<file path="config.mk">
export PLATFORM = sky130hd
export DESIGN_NAME = link_drain
export DESIGN_NICKNAME = d
export VERILOG_FILES = /design/src/rtl/link_drain.sv
export SDC_FILE = /design/constraint.sdc
export NUM_CORES = 1
export LEC_CHECK = 0
export CORE_ASPECT_RATIO = 0.75
export CORE_MARGIN = 2
export CORE_UTILIZATION = 34
export CTS_BUF_LIST = sky130_fd_sc_hd__clkbuf_4
export CTS_CLUSTER_DIAMETER = 100
export DETAILED_ROUTE_END_ITERATION = 8
export PLACE_DENSITY = 0.51
export SYNTH_ARGS = -nofsm -noshare
export SYNTH_HDL_FRONTEND = slang
export SYNTH_SLANG_ARGS = --single-unit
</file>
<file path="constraint.sdc">
create_clock -name clk -period 3.1 [get_ports clk]
set_input_delay 0.31 -clock clk [delete_from_list [all_inputs] [get_ports clk]]
set_output_delay 0.31 -clock clk [all_outputs]
set_load 0.1 [all_outputs]
</file>
<file path="src/rtl/link_drain.sv">
// Receiving end of the 3-bit buffer link: accepts strobed 2-bit payloads into a FIFO,
// answers with ack/full/overflow, drains on pop. Define SYNC_IN_EN to add 2-flop input synchronizers.
module link_drain #(
    parameter int DEPTH      = 8,
    parameter int ACK_CYCLES = 1
) (
    input  logic       clk,
    input  logic       rst,
    input  logic [2:0] inSignal,
    input  logic       pop,
    output logic [2:0] outSignal,
    output logic [1:0] dataOut,
    output logic [3:0] state,
    output logic       LED
);

    localparam int AW = (DEPTH > 1) ? $clog2(DEPTH) : 1;

    typedef enum logic [1:0] {IDLE, ACK, WAIT_LOW} fsm_e;

    fsm_e          fsm_q, fsm_d;
    logic [2:0]    ack_cnt_q, ack_cnt_d;
    logic [AW-1:0] wr_ptr_q, wr_ptr_d;
    logic [AW-1:0] rd_ptr_q, rd_ptr_d;
    logic [3:0]    count_q, count_d;
    logic          ovf_q, ovf_d;
    logic          strb_q, pop_q;
    logic [1:0]    mem_q [DEPTH];

    logic strb_in, pop_in;
    logic strb_rise, pop_rise;
    logic full, empty, push, pop_do;

`ifdef SYNC_IN_EN
    logic [1:0] strb_sync_q, pop_sync_q;

    always_ff @(posedge clk or negedge rst) begin
        if (!rst) begin
            strb_sync_q <= '0;
            pop_sync_q  <= '0;
        end else begin
            strb_sync_q <= {strb_sync_q[0], inSignal[0]};
            pop_sync_q  <= {pop_sync_q[0], pop};
        end
    end

    assign strb_in = strb_sync_q[1];
    assign pop_in  = pop_sync_q[1];
`else
    assign strb_in = inSignal[0];
    assign pop_in  = pop;
`endif

    function automatic logic [AW-1:0] ptr_inc(input logic [AW-1:0] p);
        return (p == AW'(DEPTH - 1)) ? '0 : p + AW'(1);
    endfunction

    always_comb begin
        // NOTE: every always_comb output gets a default first so no path infers a latch.
        fsm_d     = fsm_q;
        ack_cnt_d = ack_cnt_q;
        ovf_d     = ovf_q;
        push      = 1'b0;

        full      = (count_q == 4'(DEPTH));
        empty     = (count_q == 4'd0);
        strb_rise = strb_in & ~strb_q;
        pop_rise  = pop_in & ~pop_q;
        pop_do    = pop_rise & ~empty;

        unique case (fsm_q)
            IDLE: begin
                if (strb_rise) begin
                    // A pop on the same edge frees the slot, so a full FIFO still accepts.
                    if (!full || pop_do) begin
                        push      = 1'b1;
                        fsm_d     = ACK;
                        ack_cnt_d = 3'(ACK_CYCLES);
                    end else begin
                        ovf_d = 1'b1;
                        fsm_d = WAIT_LOW;
                    end
                end
            end
            ACK: begin
                ack_cnt_d = ack_cnt_q - 3'd1;
                if (ack_cnt_q == 3'd1) fsm_d = strb_in ? WAIT_LOW : IDLE;
            end
            WAIT_LOW: begin
                if (!strb_in) fsm_d = IDLE;
            end
            default: fsm_d = IDLE;
        endcase

        wr_ptr_d = push   ? ptr_inc(wr_ptr_q) : wr_ptr_q;
        rd_ptr_d = pop_do ? ptr_inc(rd_ptr_q) : rd_ptr_q;

        unique case ({push, pop_do})
            2'b10:   count_d = count_q + 4'd1;
            2'b01:   count_d = count_q - 4'd1;
            default: count_d = count_q;
        endcase
    end

    // NOTE: state flops use non-blocking assignments so every flop samples pre-edge values.
    always_ff @(posedge clk or negedge rst) begin
        if (!rst) begin
            fsm_q     <= IDLE;
            ack_cnt_q <= '0;
            wr_ptr_q  <= '0;
            rd_ptr_q  <= '0;
            count_q   <= '0;
            ovf_q     <= 1'b0;
            strb_q    <= 1'b0;
            pop_q     <= 1'b0;
        end else begin
            fsm_q     <= fsm_d;
            ack_cnt_q <= ack_cnt_d;
            wr_ptr_q  <= wr_ptr_d;
            rd_ptr_q  <= rd_ptr_d;
            count_q   <= count_d;
            ovf_q     <= ovf_d;
            strb_q    <= strb_in;
            pop_q     <= pop_in;
        end
    end

    // NOTE: storage is not reset; dataOut is masked to 2'b00 while empty so stale entries never show.
    // The payload is taken straight from the link since the sender holds it with the strobe.
    always_ff @(posedge clk) begin
        if (push) mem_q[wr_ptr_q] <= inSignal[2:1];
    end

    assign outSignal = {ovf_q, full, fsm_q == ACK};
    assign dataOut   = empty ? 2'b00 : mem_q[rd_ptr_q];
    assign state     = count_q;
    assign LED       = ~empty;

endmodule
</file>
==> metrics.md, run 1 <==
| Metric | Value |
|---|---|
| Outcome | completed |
| Layout cells sized above 1 | 0.243 |
| First-pass GRT wire length | 5070 µm |
| CP most frequent cell | xor2_1 |
| Clock slew at reported path FFs | 0.11 ns |
| Initial antenna violation count | 0 |
| Critical Path Fanout Max | 8 |
| Yosys warning count | 0 |
| Crit. End Element | flop |
| MaxCap Viol Count | 0 |
| DR pass1 iterations | 4 |
| Hold_ws | 0.431 ns |
| Post-synth top area share | 0.292 |
| Final min period | 2.50 ns |
| Final GP Congestion | 0.740 |
| Mapped Cells | 122 |
| Remaining routing DRC violations | 0 |
| Reg2reg start | state[1] |
| Final WL | 2830 µm |
| CP Cell Sequence | or4b_4, o21ai_2, ha_1, xor2_1, ha_1, a21oi_1, xor2_1, nor2_1, xor2_1 |
| IO Count | 16 |
| Top cells by area, synth | edfxtp_1 (29%), dfrtp_1 (27%), ha_1 (6.8%), mux4_2 (5.5%), mux2_2 (3.4%) |
| Unrepaired setup endpoints after global routing | false |
| Most frequent cells after synthesis | dfrtp_1 (18), edfxtp_1 (16), ha_1 (9), nor2_1 (9) |
| Final setup viols | 0 |
| Critical Path Source Type | flop |
| #FFs+latches synth | 34 |
| Sequential-to-total area share from yosys stat | 0.565 |
| CP delay by family, top | simple AND/OR/NAND/NOR gates |
| Worst rel slew slack | 0.358 |
| Final TNS setup | 0 ns |
| Crit-path slowest cell | or4b_4 |
| FMAX | 0.400 GHz |
| Remaining global-route overflow | 0 |
| Cts bufs inserted | 5 |
| Worst path required time | approximately 3.3 ns |
| Die span in y | 64.3 µm |
| Ys flop type | dfrtp_1 |
| Antenna Violating Nets Remaining | 0 |
| Max Clock Skew | 0.0189 ns |
| Finished Core Util | 0.414 |
| Clock sink total | 34 |
| Largest net degree at the start of global routing | 19 |
| Avg Inst Size Synth | 13.5 µm² |
| Post-CTS Setup Inserts | 0 |
| # diodes | 0 |
| Fraction of registers with async set/reset | 0.529 |
| Overall die width | 84.4 µm |
| H-Tree Depth | 2 |
| Buffer and inverter count on the worst path | 0 |
| DRT iter0 DRCs | 90 |
| Initial Utilization | 0.360 |
| Layout area overhead | 14.7% |
| Vias in the first global route | 1,027 |
| Worst slack, placed | 0.460 ns |
| Synth cell types | 37 |
| Number of port buffers | 15 |
| Hold WC Path Type | in2async |
| Core area | 4570 µm² |
| Critical path class | reg2reg |
| Routed wire per std cell | 14.1 µm |
| Final Hold Fails | 0 |
| Worst skew pair latency | around 0.34 ns |
| Count of final max-slew check failures | 0 |
| Filler cells | 446 |
| Fin nets | 158 |
| Root Buffer Master | clkbuf_4 |
| GRT Util Overall | 0.125 |
| Worst slew pin tran | 0.960 ns |
| Avg Vias per Cell | 4.99 |
| Post-Syn Area | 1650 µm² |
| Post-DP HPWL | about 2100 µm |
| Yosys top cell by area | edfxtp_1 |
| # rows | 21 |
| Post-synth EDFFs | 16 |
| PnR worst setup slack | 0.598 ns |
| Critical path's largest stage delay | ~0.6 ns |
| CTS tree | yes |
| # resized after CTS | 0 |
| Most common cell in the netlist | dfrtp_1 |
| DIE AREA | 5430 µm² |
| FF/Latch Area | 931 µm² |
| Period utilization | 0.807 |
| Post-CTS Hold Buffers | 0 |
| Via count | roughly 1,000 |
| Longest Clk Path Bufs | 2 |
| Multi-input gate area | 664 µm² |
| WP data arrival | around 2.7 ns |
| Syn Nets | 137 |
| Crit path from | state[1] |
[final timing paths]
check | slack, ns | end | depth (start not counted)
hold / removal | 0.43 | state[2] | 1
setup / recovery | 0.60 | state[2] | 9
hold reg to reg | 0.49 | ovf_q | 1
min in group clk | 0.44 | pop_q | 1
max in group asynchronous | 2.15 | wr_ptr_q[1] | 1
setup reg to reg | 0.60 | state[2] | 9
[final cells by class]
type | instances | share of cell area
Timing Repair Buffer | 18 | 0.0807
Multi-Input combinational cell | 78 | 0.351
Inverter | 6 | 0.0119
Clock buffer | 5 | 0.0199
Clock inverter | 3 | 0.00596
Sequential cell | 34 | 0.492
Tap cell | 57 | 0.0377
[flip-flops by register name (all words and copies together), names as in the netlist]
register,flops
ovf_q,1
wr_ptr_q,3
rd_ptr_q,3
fsm_q,2
pop_q,1
state,4
strb_q,1
mem_q,16
ack_cnt_q,3
[per-layer routing]
| metal | vias to the layer above | routed length [µm] | global-route usage |
|---|---|---|---|
| li1 | 497 | - | - |
| met1 | 486 | 1450 | 0.170 |
| met2 | 14 | 1220 | 0.173 |
| met3 | 5 | 121 | 0.0530 |
| met4 | 0 | 44 | 0.0536 |
| met5 | - | 0 | 0 |
[kinds of logic after synthesis]
kind of cell / synth area share
simple gates: 0.132
flops: 0.565
compound gates: 0.0691
mux: 0.107
buf+inv: 0.0319
fa+ha+maj: 0.0683
xor+xnor: 0.0266
[placed cells by master, fill, tap and decap left out, types with 2 or more instances in the layout]
master	n
buf_4	11
inv_1	6
clkdlybuf4s50_1	7
nand2b_1	5
clkbuf_4	5
mux4_2	4
o21ai_2	2
edfxtp_1	16
nor2_1	9
nor4b_1	2
o21ai_0	3
ha_1	9
nand3b_1	2
nor4_1	2
mux2i_1	3
xor2_1	3
dfrtp_1	18
nor3_1	6
nand2_1	4
mux2_2	5
xnor2_1	2
a21oi_1	2
inv_2	2
[per-stage QoR]
step           instances  area (µm²)
6_report             201        1890
5_1_grt              201        1890
4_1_cts              201        1890
3_5_place_dp         193        1840
3_3_place_gp         193        1840
2_1_floorplan        122        1650
Power of run 1 is not shown: default switching activity piles up to over one toggle a cycle in this logic, so the estimate is an artifact.
==> run 2, diff against run 1 <==
clock period = 2.6 ns   (was 3.1 ns; I/O delays follow)
==> run 2 against run 1 <==
- flip-flop and latch count unchanged
- clock skew decreased by 0.0094 ns
- register-to-register slack got worse by 0.39 ns
- core utilization increased by 2.0 points
- non-clock buffer count increased by 2
- global-route usage decreased by 0.54 points
- sequential share of layout area decreased by 1.6 points
- wire length increased by 1.1%
- highest routed layer unchanged
==> metrics.md, run 2 (synthesized netlist as in run 1, its figures left out) <==
| Metric | Value |
|---|---|
| CP Cell Sequence | or4b_4, o21ai_4, ha_4, xor2_1, ha_1, a21oi_1, xor2_1, nor2_1, xor2_1 (was or4b_4, o21ai_2, ha_1, xor2_1, ha_1, a21oi_1, xor2_1, nor2_1, xor2_1) |
| FF/Latch Area | 943 µm² (was 931 µm²) |
| Remaining routing DRC violations | 0 (unchanged) |
| Final GP Congestion | 0.724 (was 0.740) |
| Largest net degree at the start of global routing | 19 (unchanged) |
| GRT Util Overall | 0.119 (was 0.125) |
| Final Hold Fails | 0 (unchanged) |
| Final WL | 2860 µm (was 2830 µm) |
| Initial Utilization | 0.360 (unchanged) |
| Worst slew pin tran | 0.854 ns (was 0.960 ns) |
| Layout cells sized above 1 | 0.315 (was 0.243) |
| Count of final max-slew check failures | 0 (unchanged) |
| Commonest non-fill, non-tap cell in the layout | edfxtp_1 (was dfrtp_1) |
| Met2 Use GR | 0.174 (was 0.173) |
| Outcome | completed (unchanged) |
| Final setup viols | 0 (unchanged) |
| Clock sink total | 34 (unchanged) |
| Die span in y | 64.3 µm (unchanged) |
| Fin nets | 160 (was 158) |
| Final min period | 2.39 ns (was 2.50 ns) |
| Via count | 1,022 (was 1,002) |
| Multi-input gate area | 691 µm² (was 664 µm²) |
| Avg Vias per Cell | 5.03 (was 4.99) |
| WP data arrival | 2.61 ns (was 2.73 ns) |
| Unrepaired setup endpoints after global routing | false (unchanged) |
| DRT iter0 DRCs | 34 (was 90) |
| Critical path class | reg2reg (unchanged) |
| MaxCap Viol Count | 0 (unchanged) |
| Largest register by flop count | mem_q (unchanged) |
| Root Buffer Master | clkbuf_4 (unchanged) |
| H-Tree Depth | 2 (unchanged) |
| Crit. End Element | flop (unchanged) |
| Max reg flops | 16 (unchanged) |
| Initial antenna violation count | 0 (unchanged) |
| Final Non-Filler Cells | 203 (was 201) |
| # rows | 21 (unchanged) |
| Worst path required time | 2.83 ns (was 3.33 ns) |
| Commonest cells after routing, fill and taps aside | edfxtp_1 (16), dfrtp_1 (14), buf_4 (14), nor2_1 (9), ha_1 (8) (was dfrtp_1 (18), edfxtp_1 (16), buf_4 (11), nor2_1 (9), ha_1 (9)) |
| IO Count | 16 (unchanged) |
| Antenna Violating Nets Remaining | 0 (unchanged) |
| Clock slew at reported path FFs | 0.11 ns (about the same) |
| GR peak layer | met2 (unchanged) |
| Critical path's largest stage delay | 0.60 ns (was 0.61 ns) |
| GR Layer Usage met1 | 0.168 (was 0.170) |
| Remaining global-route overflow | 0 (unchanged) |
| Worst rel slew slack | 0.429 (was 0.358) |
| Number of port buffers | 15 (unchanged) |
| Filler cells | 432 (was 446) |
| Overall die width | 84.4 µm (unchanged) |
| First-pass GRT wire length | 4980 µm (was 5070 µm) |
| CTS tree | yes (unchanged) |
| Routed wire per std cell | 14.1 µm (about the same) |
| Max Clock Skew | 0.00952 ns (was 0.0189 ns) |
| CP most frequent cell | xor2_1 (unchanged) |
| Crit-path slowest cell | or4b_4 (unchanged) |
| GRT met3 Usage | 0.0349 (was 0.0530) |
| Layout area overhead | 20.2% (was 14.7%) |
| Critical Path Fanout Max | 8 (unchanged) |
| Final TNS setup | 0 ns (unchanged) |
| FMAX | 0.419 GHz (was 0.400 GHz) |
| DR pass1 iterations | 4 (unchanged) |
| Vias in the first global route | 1,038 (was 1,027) |
| Dpl cells | 195 (was 193) |
| Longest Clk Path Bufs | 2 (unchanged) |
| Core area | 4570 µm² (unchanged) |
| Post-DP HPWL | 2110 µm (was 2070 µm) |
| Post-CTS Hold Buffers | 0 (unchanged) |
| DIE AREA | 5430 µm² (unchanged) |
| Hold WC Path Type | in2async (unchanged) |
| # diodes | 0 (unchanged) |
| Period utilization | 0.919 (was 0.807) |
| Cts bufs inserted | 5 (unchanged) |
| Critical Path Source Type | flop (unchanged) |
| Worst skew pair latency | 0.33 ns (was 0.34 ns) |
run 2: area by class of cell:
| class | count | area share |
|---|---|---|
| Timing Repair Buffer | 20 | 0.0884 |
| Multi-Input combinational cell | 78 | 0.349 |
| Sequential cell | 34 | 0.476 |
| Tap cell | 57 | 0.0360 |
| Clock buffer | 5 | 0.0190 |
| Inverter | 6 | 0.0114 |
| Clock inverter | 3 | 0.0202 |
run 2: worst paths after layout:
kind                             to      from  depth (start not counted)  slack [ns]
setup reg to reg           state[2]  state[0]                          9        0.21
setup / recovery           state[2]  state[0]                          9        0.21
hold reg to reg               ovf_q     ovf_q                          1        0.49
hold / removal             state[3]       rst                          1        0.40
min in group clk              pop_q       pop                          1        0.44
max in group asynchronous  state[0]       rst                          1        1.58
run 2: through the flow:
stage | setup slack [ns] | hold slack [ns] | utilization | area, µm²
after global routing | 0.0676 | 0.417 | 0.433 | 1980
after global placement | 0.172 | 0.474 | 0.413 | 1890
final | 0.211 | 0.405 | 0.433 | 1980
after CTS | 0.0680 | 0.423 | 0.430 | 1970
after detailed placement | 0.0733 | 0.470 | 0.413 | 1890
after floorplan | 0.0371 | -0.0356 | - | 1670
run 2: worst max-delay path: cells and delay by family (launching register included):
kind                     cells  cell delay (ns)
adder cells (fa/ha/maj)      2             0.37
flip-flops                   1             0.54
AND/OR/NAND/NOR              2             0.66
XOR/XNOR                     3             0.37
AO/OA/AOI/OAI                2             0.36
run 2: timing repair:
item / 4_1_cts / 5_1_grt
endpoints found under the setup margin: 0 / 1
setup buffers: 0 / 0
resized for setup: 0 / 3
run 2: layer usage:
layer | up-vias | part of all wire
met1 | 502 | 0.50
met3 | 4 | 0.046
li1 | 498 | -
met5 | - | 0
met2 | 18 | 0.44
met4 | 0 | 0.010
Power of run 2 is left out for the same reason.
